<file path="config.mk">
export PLATFORM = sky130hd
export DESIGN_NAME = byte_decode_stream_flat
export DESIGN_NICKNAME = d
export VERILOG_FILES = /design/src/rtl/byte_decode_stream_if.sv /design/src/rtl/byte_decode_stream.sv /design/src/flat_wrapper.sv
export SDC_FILE = /design/constraint.sdc
export NUM_CORES = 1
export LEC_CHECK = 0
export BUFFER_PORTS_ARGS = -buffer_cell sky130_fd_sc_hd__buf_2
export CAP_MARGIN = 20
export CORE_UTILIZATION = 30
export CTS_BUF_LIST = sky130_fd_sc_hd__clkbuf_16
export CTS_CLUSTER_DIAMETER = 200
export DETAILED_ROUTE_END_ITERATION = 8
export SYNTH_ARGS = -nofsm -noshare
export SYNTH_HDL_FRONTEND = slang
export SYNTH_SLANG_ARGS = --single-unit
</file>
<file path="constraint.sdc">
create_clock -name clk -period 4.8 [get_ports clk]
set_input_delay 0 -clock clk [delete_from_list [all_inputs] [get_ports clk]]
set_output_delay 0 -clock clk [all_outputs]
set_load 0.01 [all_outputs]
</file>
<file path="src/rtl/byte_decode_stream_if.sv">
// ---------------------------------------------------------------------------
// byte_decode_stream_if
//   Groups the byte-input and coefficient-output handshakes of the
//   ByteDecode engine so they travel together as one port.
//
//   in_valid / in_ready / in_byte     : byte stream into the decoder
//   out_valid / out_ready / out_coeff : decoded coefficient stream out
//   out_last                          : marks the final coefficient of a frame
//
//   master : the environment side (byte source and coefficient sink)
//   slave  : the decoder itself
// ---------------------------------------------------------------------------
interface byte_decode_stream_if #(
    parameter int COEFF_W = 12
);
    logic               in_valid;
    logic               in_ready;
    logic [7:0]         in_byte;
    logic               out_valid;
    logic               out_ready;
    logic [COEFF_W-1:0] out_coeff;
    logic               out_last;

    modport master (
        output in_valid, in_byte, out_ready,
        input  in_ready, out_valid, out_coeff, out_last
    );

    modport slave (
        input  in_valid, in_byte, out_ready,
        output in_ready, out_valid, out_coeff, out_last
    );
endinterface

</file>
<file path="src/rtl/byte_decode_stream.sv">
// ---------------------------------------------------------------------------
// byte_decode_stream
//   Streaming ByteDecode_d for Kyber. Accepts 32*d bytes per frame and emits
//   NUM_COEFFS coefficients of d bits each, LSB-first. When d == 12 the
//   coefficient is reduced mod Q with a single conditional subtraction.
//
//   clk, rst_n : rising-edge clock, synchronous active-low reset
//   start      : begin a frame (only honoured in IDLE)
//   d_sel      : coefficient width, latched when start is accepted
//   stream     : byte input / coefficient output handshakes (slave side)
//   busy       : frame in progress (RUN or DRAIN)
//   done       : one-cycle pulse after the last coefficient is taken
//   err        : one-cycle pulse when start arrives with an illegal d_sel
// ---------------------------------------------------------------------------
module byte_decode_stream #(
    parameter int MAX_D      = 12,
    parameter int NUM_COEFFS = 256,
    parameter int Q          = 3329,
    parameter int BUF_W      = MAX_D + 8
) (
    input  logic                 clk,
    input  logic                 rst_n,
    input  logic                 start,
    input  logic [3:0]           d_sel,
    byte_decode_stream_if.slave  stream,
    output logic                 busy,
    output logic                 done,
    output logic                 err
);

    localparam int CNT_W = $clog2(BUF_W + 1);
    localparam int CC_W  = $clog2(NUM_COEFFS + 1);
    localparam int BL_W  = $clog2((NUM_COEFFS / 8) * MAX_D + 1);

    localparam logic [CNT_W-1:0] FILL_LIMIT   = CNT_W'(BUF_W - 8);
    localparam logic [3:0]       MAX_D_SEL    = 4'(MAX_D);
    localparam logic [3:0]       REDUCE_D     = 4'd12;
    localparam logic [MAX_D-1:0] Q_VAL        = MAX_D'(Q);
    localparam logic [CC_W-1:0]  LAST_IDX     = CC_W'(NUM_COEFFS - 1);
    localparam logic [CC_W-1:0]  FRAME_COEFFS = CC_W'(NUM_COEFFS);
    localparam logic [BL_W-1:0]  BYTES_PER_D  = BL_W'(NUM_COEFFS / 8);

    typedef enum logic [1:0] {
        IDLE,
        RUN,
        DRAIN
    } state_t;

    state_t             state_q, state_d;
    logic [3:0]         d_q, d_d;
    logic [BL_W-1:0]    bytes_left_q, bytes_left_d;
    logic [BUF_W-1:0]   buf_q, buf_d;
    logic [CNT_W-1:0]   bit_cnt_q, bit_cnt_d;
    logic [CC_W-1:0]    coeff_cnt_q, coeff_cnt_d;
    logic               out_valid_q, out_valid_d;
    logic [MAX_D-1:0]   out_coeff_q, out_coeff_d;
    logic               out_last_q, out_last_d;
    logic               done_q, done_d;
    logic               err_q, err_d;

    logic               in_ready;
    logic               accept;
    logic               pop;
    logic [MAX_D-1:0]   mask;
    logic [MAX_D-1:0]   raw;
    logic [MAX_D-1:0]   reduced;
    logic [BUF_W-1:0]   shifted;
    logic [CNT_W-1:0]   cnt_mid;

    // Handshake qualifiers and the extract/shift datapath. in_ready looks
    // only at registered state so the byte source never sees a comb path
    // back from its own in_valid. The mask wraps to all-ones for d == MAX_D,
    // which is exactly what a full-width extract needs.
    always_comb begin
        in_ready = (state_q == RUN) && (bytes_left_q != '0) && (bit_cnt_q <= FILL_LIMIT);
        accept   = in_ready && stream.in_valid;
        pop      = (state_q != IDLE) && (bit_cnt_q >= CNT_W'(d_q))
                   && (!out_valid_q || stream.out_ready) && (coeff_cnt_q < FRAME_COEFFS);
        mask     = (MAX_D'(1) << d_q) - MAX_D'(1);
        raw      = buf_q[MAX_D-1:0] & mask;
        reduced  = ((d_q == REDUCE_D) && (raw >= Q_VAL)) ? raw - Q_VAL : raw;
        shifted  = pop ? (buf_q >> d_q) : buf_q;
        cnt_mid  = pop ? (bit_cnt_q - CNT_W'(d_q)) : bit_cnt_q;
    end

    // Next-state logic. The datapath update runs first; the FSM case then
    // overrides it where a new frame is being set up. Bits above bit_cnt are
    // kept at zero, so an incoming byte can simply be OR-ed in above the
    // post-shift fill level.
    always_comb begin
        state_d      = state_q;
        d_d          = d_q;
        bytes_left_d = bytes_left_q;
        buf_d        = shifted;
        bit_cnt_d    = cnt_mid;
        coeff_cnt_d  = coeff_cnt_q;
        out_valid_d  = out_valid_q;
        out_coeff_d  = out_coeff_q;
        out_last_d   = out_last_q;
        done_d       = 1'b0;
        err_d        = 1'b0;

        if (out_valid_q && stream.out_ready) begin
            out_valid_d = 1'b0;
            out_last_d  = 1'b0;
        end

        if (pop) begin
            out_valid_d = 1'b1;
            out_coeff_d = reduced;
            out_last_d  = (coeff_cnt_q == LAST_IDX);
            coeff_cnt_d = coeff_cnt_q + CC_W'(1);
        end

        if (accept) begin
            buf_d        = shifted | ({{(BUF_W-8){1'b0}}, stream.in_byte} << cnt_mid);
            bit_cnt_d    = cnt_mid + CNT_W'(8);
            bytes_left_d = bytes_left_q - BL_W'(1);
        end

        case (state_q)
            IDLE: begin
                if (start) begin
                    if ((d_sel != 4'd0) && (d_sel <= MAX_D_SEL)) begin
                        state_d      = RUN;
                        d_d          = d_sel;
                        bytes_left_d = BL_W'(d_sel) * BYTES_PER_D;
                        buf_d        = '0;
                        bit_cnt_d    = '0;
                        coeff_cnt_d  = '0;
                    end else begin
                        err_d = 1'b1;
                    end
                end
            end
            RUN: begin
                if (accept && (bytes_left_q == BL_W'(1))) begin
                    state_d = DRAIN;
                end
            end
            DRAIN: begin
                if (out_valid_q && stream.out_ready && out_last_q) begin
                    state_d = IDLE;
                    done_d  = 1'b1;
                end
            end
            default: begin
                state_d = IDLE;
            end
        endcase
    end

    // State register; a reset mid-frame discards everything buffered.
    always_ff @(posedge clk) begin
        if (!rst_n) begin
            state_q      <= IDLE;
            d_q          <= '0;
            bytes_left_q <= '0;
            buf_q        <= '0;
            bit_cnt_q    <= '0;
            coeff_cnt_q  <= '0;
            out_valid_q  <= 1'b0;
            out_coeff_q  <= '0;
            out_last_q   <= 1'b0;
            done_q       <= 1'b0;
            err_q        <= 1'b0;
        end else begin
            state_q      <= state_d;
            d_q          <= d_d;
            bytes_left_q <= bytes_left_d;
            buf_q        <= buf_d;
            bit_cnt_q    <= bit_cnt_d;
            coeff_cnt_q  <= coeff_cnt_d;
            out_valid_q  <= out_valid_d;
            out_coeff_q  <= out_coeff_d;
            out_last_q   <= out_last_d;
            done_q       <= done_d;
            err_q        <= err_d;
        end
    end

    assign stream.in_ready  = in_ready;
    assign stream.out_valid = out_valid_q;
    assign stream.out_coeff = out_coeff_q;
    assign stream.out_last  = out_last_q;
    assign busy             = (state_q != IDLE);
    assign done             = done_q;
    assign err              = err_q;

endmodule

</file>
<file path="src/flat_wrapper.sv">
// flat-port wrapper written by rule: the top's interface ports become plain ports
module byte_decode_stream_flat 
#(
    parameter int MAX_D      = 12,
    parameter int NUM_COEFFS = 256,
    parameter int Q          = 3329,
    parameter int BUF_W      = MAX_D + 8
)
  (clk, rst_n, start, d_sel, busy, done, err, stream_in_valid, stream_in_byte, stream_out_ready, stream_in_ready, stream_out_valid, stream_out_coeff, stream_out_last);
  byte_decode_stream_if stream_i ();
  input  logic clk;
  input  logic rst_n;
  input  logic start;
  input  logic [3:0] d_sel;
  output logic busy;
  output logic done;
  output logic err;
  input wire logic [$bits(stream_i.in_valid)-1:0] stream_in_valid;
  input wire logic [$bits(stream_i.in_byte)-1:0] stream_in_byte;
  input wire logic [$bits(stream_i.out_ready)-1:0] stream_out_ready;
  output wire logic [$bits(stream_i.in_ready)-1:0] stream_in_ready;
  output wire logic [$bits(stream_i.out_valid)-1:0] stream_out_valid;
  output wire logic [$bits(stream_i.out_coeff)-1:0] stream_out_coeff;
  output wire logic [$bits(stream_i.out_last)-1:0] stream_out_last;
  assign stream_i.in_valid = stream_in_valid;
  assign stream_i.in_byte = stream_in_byte;
  assign stream_i.out_ready = stream_out_ready;
  assign stream_in_ready = stream_i.in_ready;
  assign stream_out_valid = stream_i.out_valid;
  assign stream_out_coeff = stream_i.out_coeff;
  assign stream_out_last = stream_i.out_last;
  byte_decode_stream #(.MAX_D(MAX_D), .NUM_COEFFS(NUM_COEFFS), .Q(Q), .BUF_W(BUF_W)) u_core (.clk(clk), .rst_n(rst_n), .start(start), .d_sel(d_sel), .stream(stream_i), .busy(busy), .done(done), .err(err));
endmodule
</file>
==> flow_summary.json <==
{
  "endpoint_kind": "register",
  "drv_slew": 0,
  "rsz0062_at_grt": "false",
  "start_util_pct": 30.93,
  "clock_skew_ps": 6.330,
  "grt_overflow": 0,
  "rows": 44,
  "arrival_ps": 4060,
  "route.detailed.drc": 0,
  "fin_nets": 612,
  "grt_pass1_wl_um": 21490,
  "drt_pass1_iterations": 5,
  "grt_max_degree": 37,
  "drt_iter0_drc": 384,
  "yosysUniqueCellTypes": 65,
  "critPathBufInv": 1,
  "grt.total_usage_pct": 17.13,
  "leakagePower_nw": 1.982,
  "synth_warnings": 0,
  "postCtsResizedCells": 0,
  "cts_max_path_buffers": 2,
  "cp_slowest_cell": "dfxtp_1",
  "min_path_type": "input pin to register",
  "synthesis.area_sq_mm": 0.004512,
  "critPathMaxStageDelay_ps": 730,
  "timing.fmax_ghz": 0.2608,
  "crit_family": "compound AO/OA/AOI/OAI gates",
  "fp.dieW_um": 124.6,
  "ant_nets": 0,
  "critical_path_required_ps": 5030,
  "hold_viol": 0,
  "critPathKind": "register to register",
  "async_flop_share_pct": 0,
  "worst_slew_pin_slew_ps": 757.2,
  "first_global_vias": 4246,
  "portBuffers": 34,
  "gp_congestion": 0.8930,
  "cts_setup_buffers": 0,
  "clk_pin_slew_worst_paths_ps": 60,
  "numClockSinks": 65,
  "antenna_cells": 0,
  "postCtsHoldBufs": 7,
  "min_period_ps": 3834,
  "vdd_drop_max_uv": 177.7,
  "n_fill_cell": 1487,
  "pin_count": 35,
  "setup-tns-final_ps": 0,
  "synth_edf_count": 0,
  "synth-seq-area-share_pct": 28.84,
  "synth_nets": 583,
  "gr-usage-met1_pct": 21.49,
  "wirelength_um": 13080,
  "gr-usage-met2_pct": 28.63,
  "status": "finished, final reports clean",
  "viasPerCell": 5.637,
  "clock-root-buffer": "clkbuf_16",
  "dp_hpwl_um": 9711,
  "synth-main-ff-cell": "dfxtp_1",
  "coreArea_sq_mm": 0.01459,
  "final_cells": 772,
  "total_power_w": 0.001799,
  "crit_path_max_fanout": 18,
  "clock_latency_ps": 330,
  "area_growth_pct": 16.33,
  "die_y_um": 124.6,
  "cts_buffers": 9,
  "setup_violations": 0,
  "antenna_found_initial": 0,
  "relSlewSlack_pct": 48.22,
  "fp.dieArea_sq_mm": 0.01553,
  "cp_cell_sequence": "inv_1 -> ha_1 -> nor2b_1 -> o221a_4 -> o21ai_4 -> mux2_2 -> mux2i_1 -> o21ai_0 -> o211ai_1 -> a221oi_1",
  "gr-usage-met3_pct": 2.577,
  "placed_cells_incl_taps": 749,
  "fin_crit_sh_pct": 79.87,
  "power_density_mw_per_mm2": 342.7,
  "synth_seq_cells": 65,
  "drive_gt1_share_pct": 14.80,
  "wl_per_cell_um": 16.94,
  "cts_tree": "yes",
  "syn_area_per_cell_sq_um": 8.144,
  "htree_levels": 3,
  "worstSetupStartpointType": "register",
  "drv_cap": 0,
  "syn_inst": 554,
  "dr_total_vias": 4352,
  "top_usage_layer": "met2"
}
==> kinds of logic after synthesis <==
family | Yosys count | share of synthesized area, %
AOI/OAI and AO/OA | 164 | 24.32
xor gates and xnor gates | 24 | 4.659
adders and majority gates | 12 | 3.494
buffers and inverters | 48 | 4.520
DFF | 65 | 28.84
muxes | 48 | 13.28
and+or+nand+nor | 193 | 20.88
==> worst min-delay path, cell delays in order <==
cell and delay, ps:
buf_2 140, nand4_1 90, a21oi_1 70
==> cells in the mapped netlist (5+ instances only) <==
| cell type | n | area share (%) |
|---|---|---|
| nand2b_1 | 8 | 1.1 |
| ha_1 | 11 | 3.1 |
| and2_1 | 5 | 0.69 |
| o211ai_1 | 8 | 1.3 |
| mux2i_1 | 31 | 6.9 |
| nand4_1 | 8 | 1.1 |
| and3_1 | 9 | 1.2 |
| mux4_2 | 8 | 4.0 |
| nand2_1 | 46 | 3.8 |
| o21ai_0 | 32 | 3.5 |
| nor3_1 | 12 | 1.3 |
| nor2b_1 | 7 | 0.97 |
| mux2_2 | 7 | 1.7 |
| a21oi_1 | 44 | 4.9 |
| inv_1 | 15 | 1.2 |
| nor2_1 | 54 | 4.5 |
| o21a_1 | 8 | 1.3 |
| a211oi_1 | 13 | 2.2 |
| clkbuf_1 | 18 | 1.5 |
| nand3_1 | 18 | 2.0 |
| nor4_1 | 9 | 1.2 |
| o221ai_1 | 5 | 0.97 |
| o22ai_1 | 14 | 1.9 |
| dfxtp_1 | 65 | 29 |
| buf_2 | 7 | 0.78 |
| a31oi_1 | 6 | 0.83 |
| xnor2_1 | 17 | 3.3 |
| or3_1 | 5 | 0.69 |
| xor2_1 | 7 | 1.4 |
==> stage by stage <==
stage               area, sq um  setup slack, ps  hold WS [ps]  util (%)
finish                     5249            966.2         7.770     35.98
global route               5249            575.2         37.78     35.98
detailed placement         4835             1027         298.0     33.14
floorplan                  4512             1184         112.1         -
global placement           4835             1030         288.3     33.14
CTS                        5249             1011         3.857     35.98
==> power breakdown <==
| group | internal, W | leakage (nW) | switching, W |
|---|---|---|---|
| registers | 0.000572 | 0.528 | 0.0000392 |
| clock network | 0.000507 | 0.167 | 0.000244 |
| logic | 0.000169 | 1.29 | 0.000268 |
| total | 0.00125 | 1.98 | 0.000550 |
==> area by class of cell <==
| type | instances | area [sq um] | area share [%] |
|---|---|---|---|
| clock buffers | 9 | 225.2 | 4.291 |
| clock inverters | 7 | 118.9 | 2.265 |
| inverters | 17 | 63.81 | 1.216 |
| multi-input cells | 441 | 3009 | 57.33 |
| flip-flops and latches | 65 | 1301 | 24.79 |
| well taps | 184 | 230.2 | 4.386 |
| repair buffers | 49 | 300.3 | 5.721 |
==> final timing paths <==
kind,cells after the start,from,endpoint,slack [ps]
max,10,u_core.d_q[1],u_core.buf_q[13],970
min,3,stream_in_byte[0],u_core.buf_q[0],8
max reg2reg,10,u_core.d_q[1],u_core.buf_q[13],970
min reg2reg,2,u_core.stream.out_coeff[6],u_core.stream.out_coeff[6],460
==> layer usage <==
layer | routed length, um | vias up
li1 | - | 2121
met1 | 5705 | 2061
met2 | 6447 | 146
met3 | 639 | 24
met4 | 286 | 0
met5 | 0 | -
==> flip-flops by register name (all words and copies together) (netlist names) <==
signal and count:
u_core.done 1, u_core.bit_cnt_q 5, u_core.buf_q 20, u_core.stream.out_coeff 12
u_core.coeff_cnt_q 9, u_core.stream.out_last 1, u_core.state_q 2, u_core.bytes_left_q 9
u_core.err 1, u_core.stream.out_valid 1, u_core.d_q 4
==> cells in the final DEF (no fill, tap or decap), types with 7 or more instances in the layout <==
master / instances
o21ai_0: 32
nor3_1: 12
dfxtp_1: 65
o211ai_1: 8
buf_2: 34
mux2i_1: 31
clkbuf_16: 9
nand4_1: 8
buf_4: 8
nor4_1: 9
o21a_1: 8
xor2_1: 7
a211oi_1: 13
and3_1: 9
o22ai_1: 14
mux4_2: 8
xnor2_1: 17
nand3_1: 18
dlygate4sd3_1: 7
nor2b_1: 7
nand2_1: 46
nand2b_1: 8
inv_1: 16
nor2_1: 53
mux2_2: 7
ha_1: 11
a21oi_1: 44
Note: power is estimated with default switching activity, not from simulation.
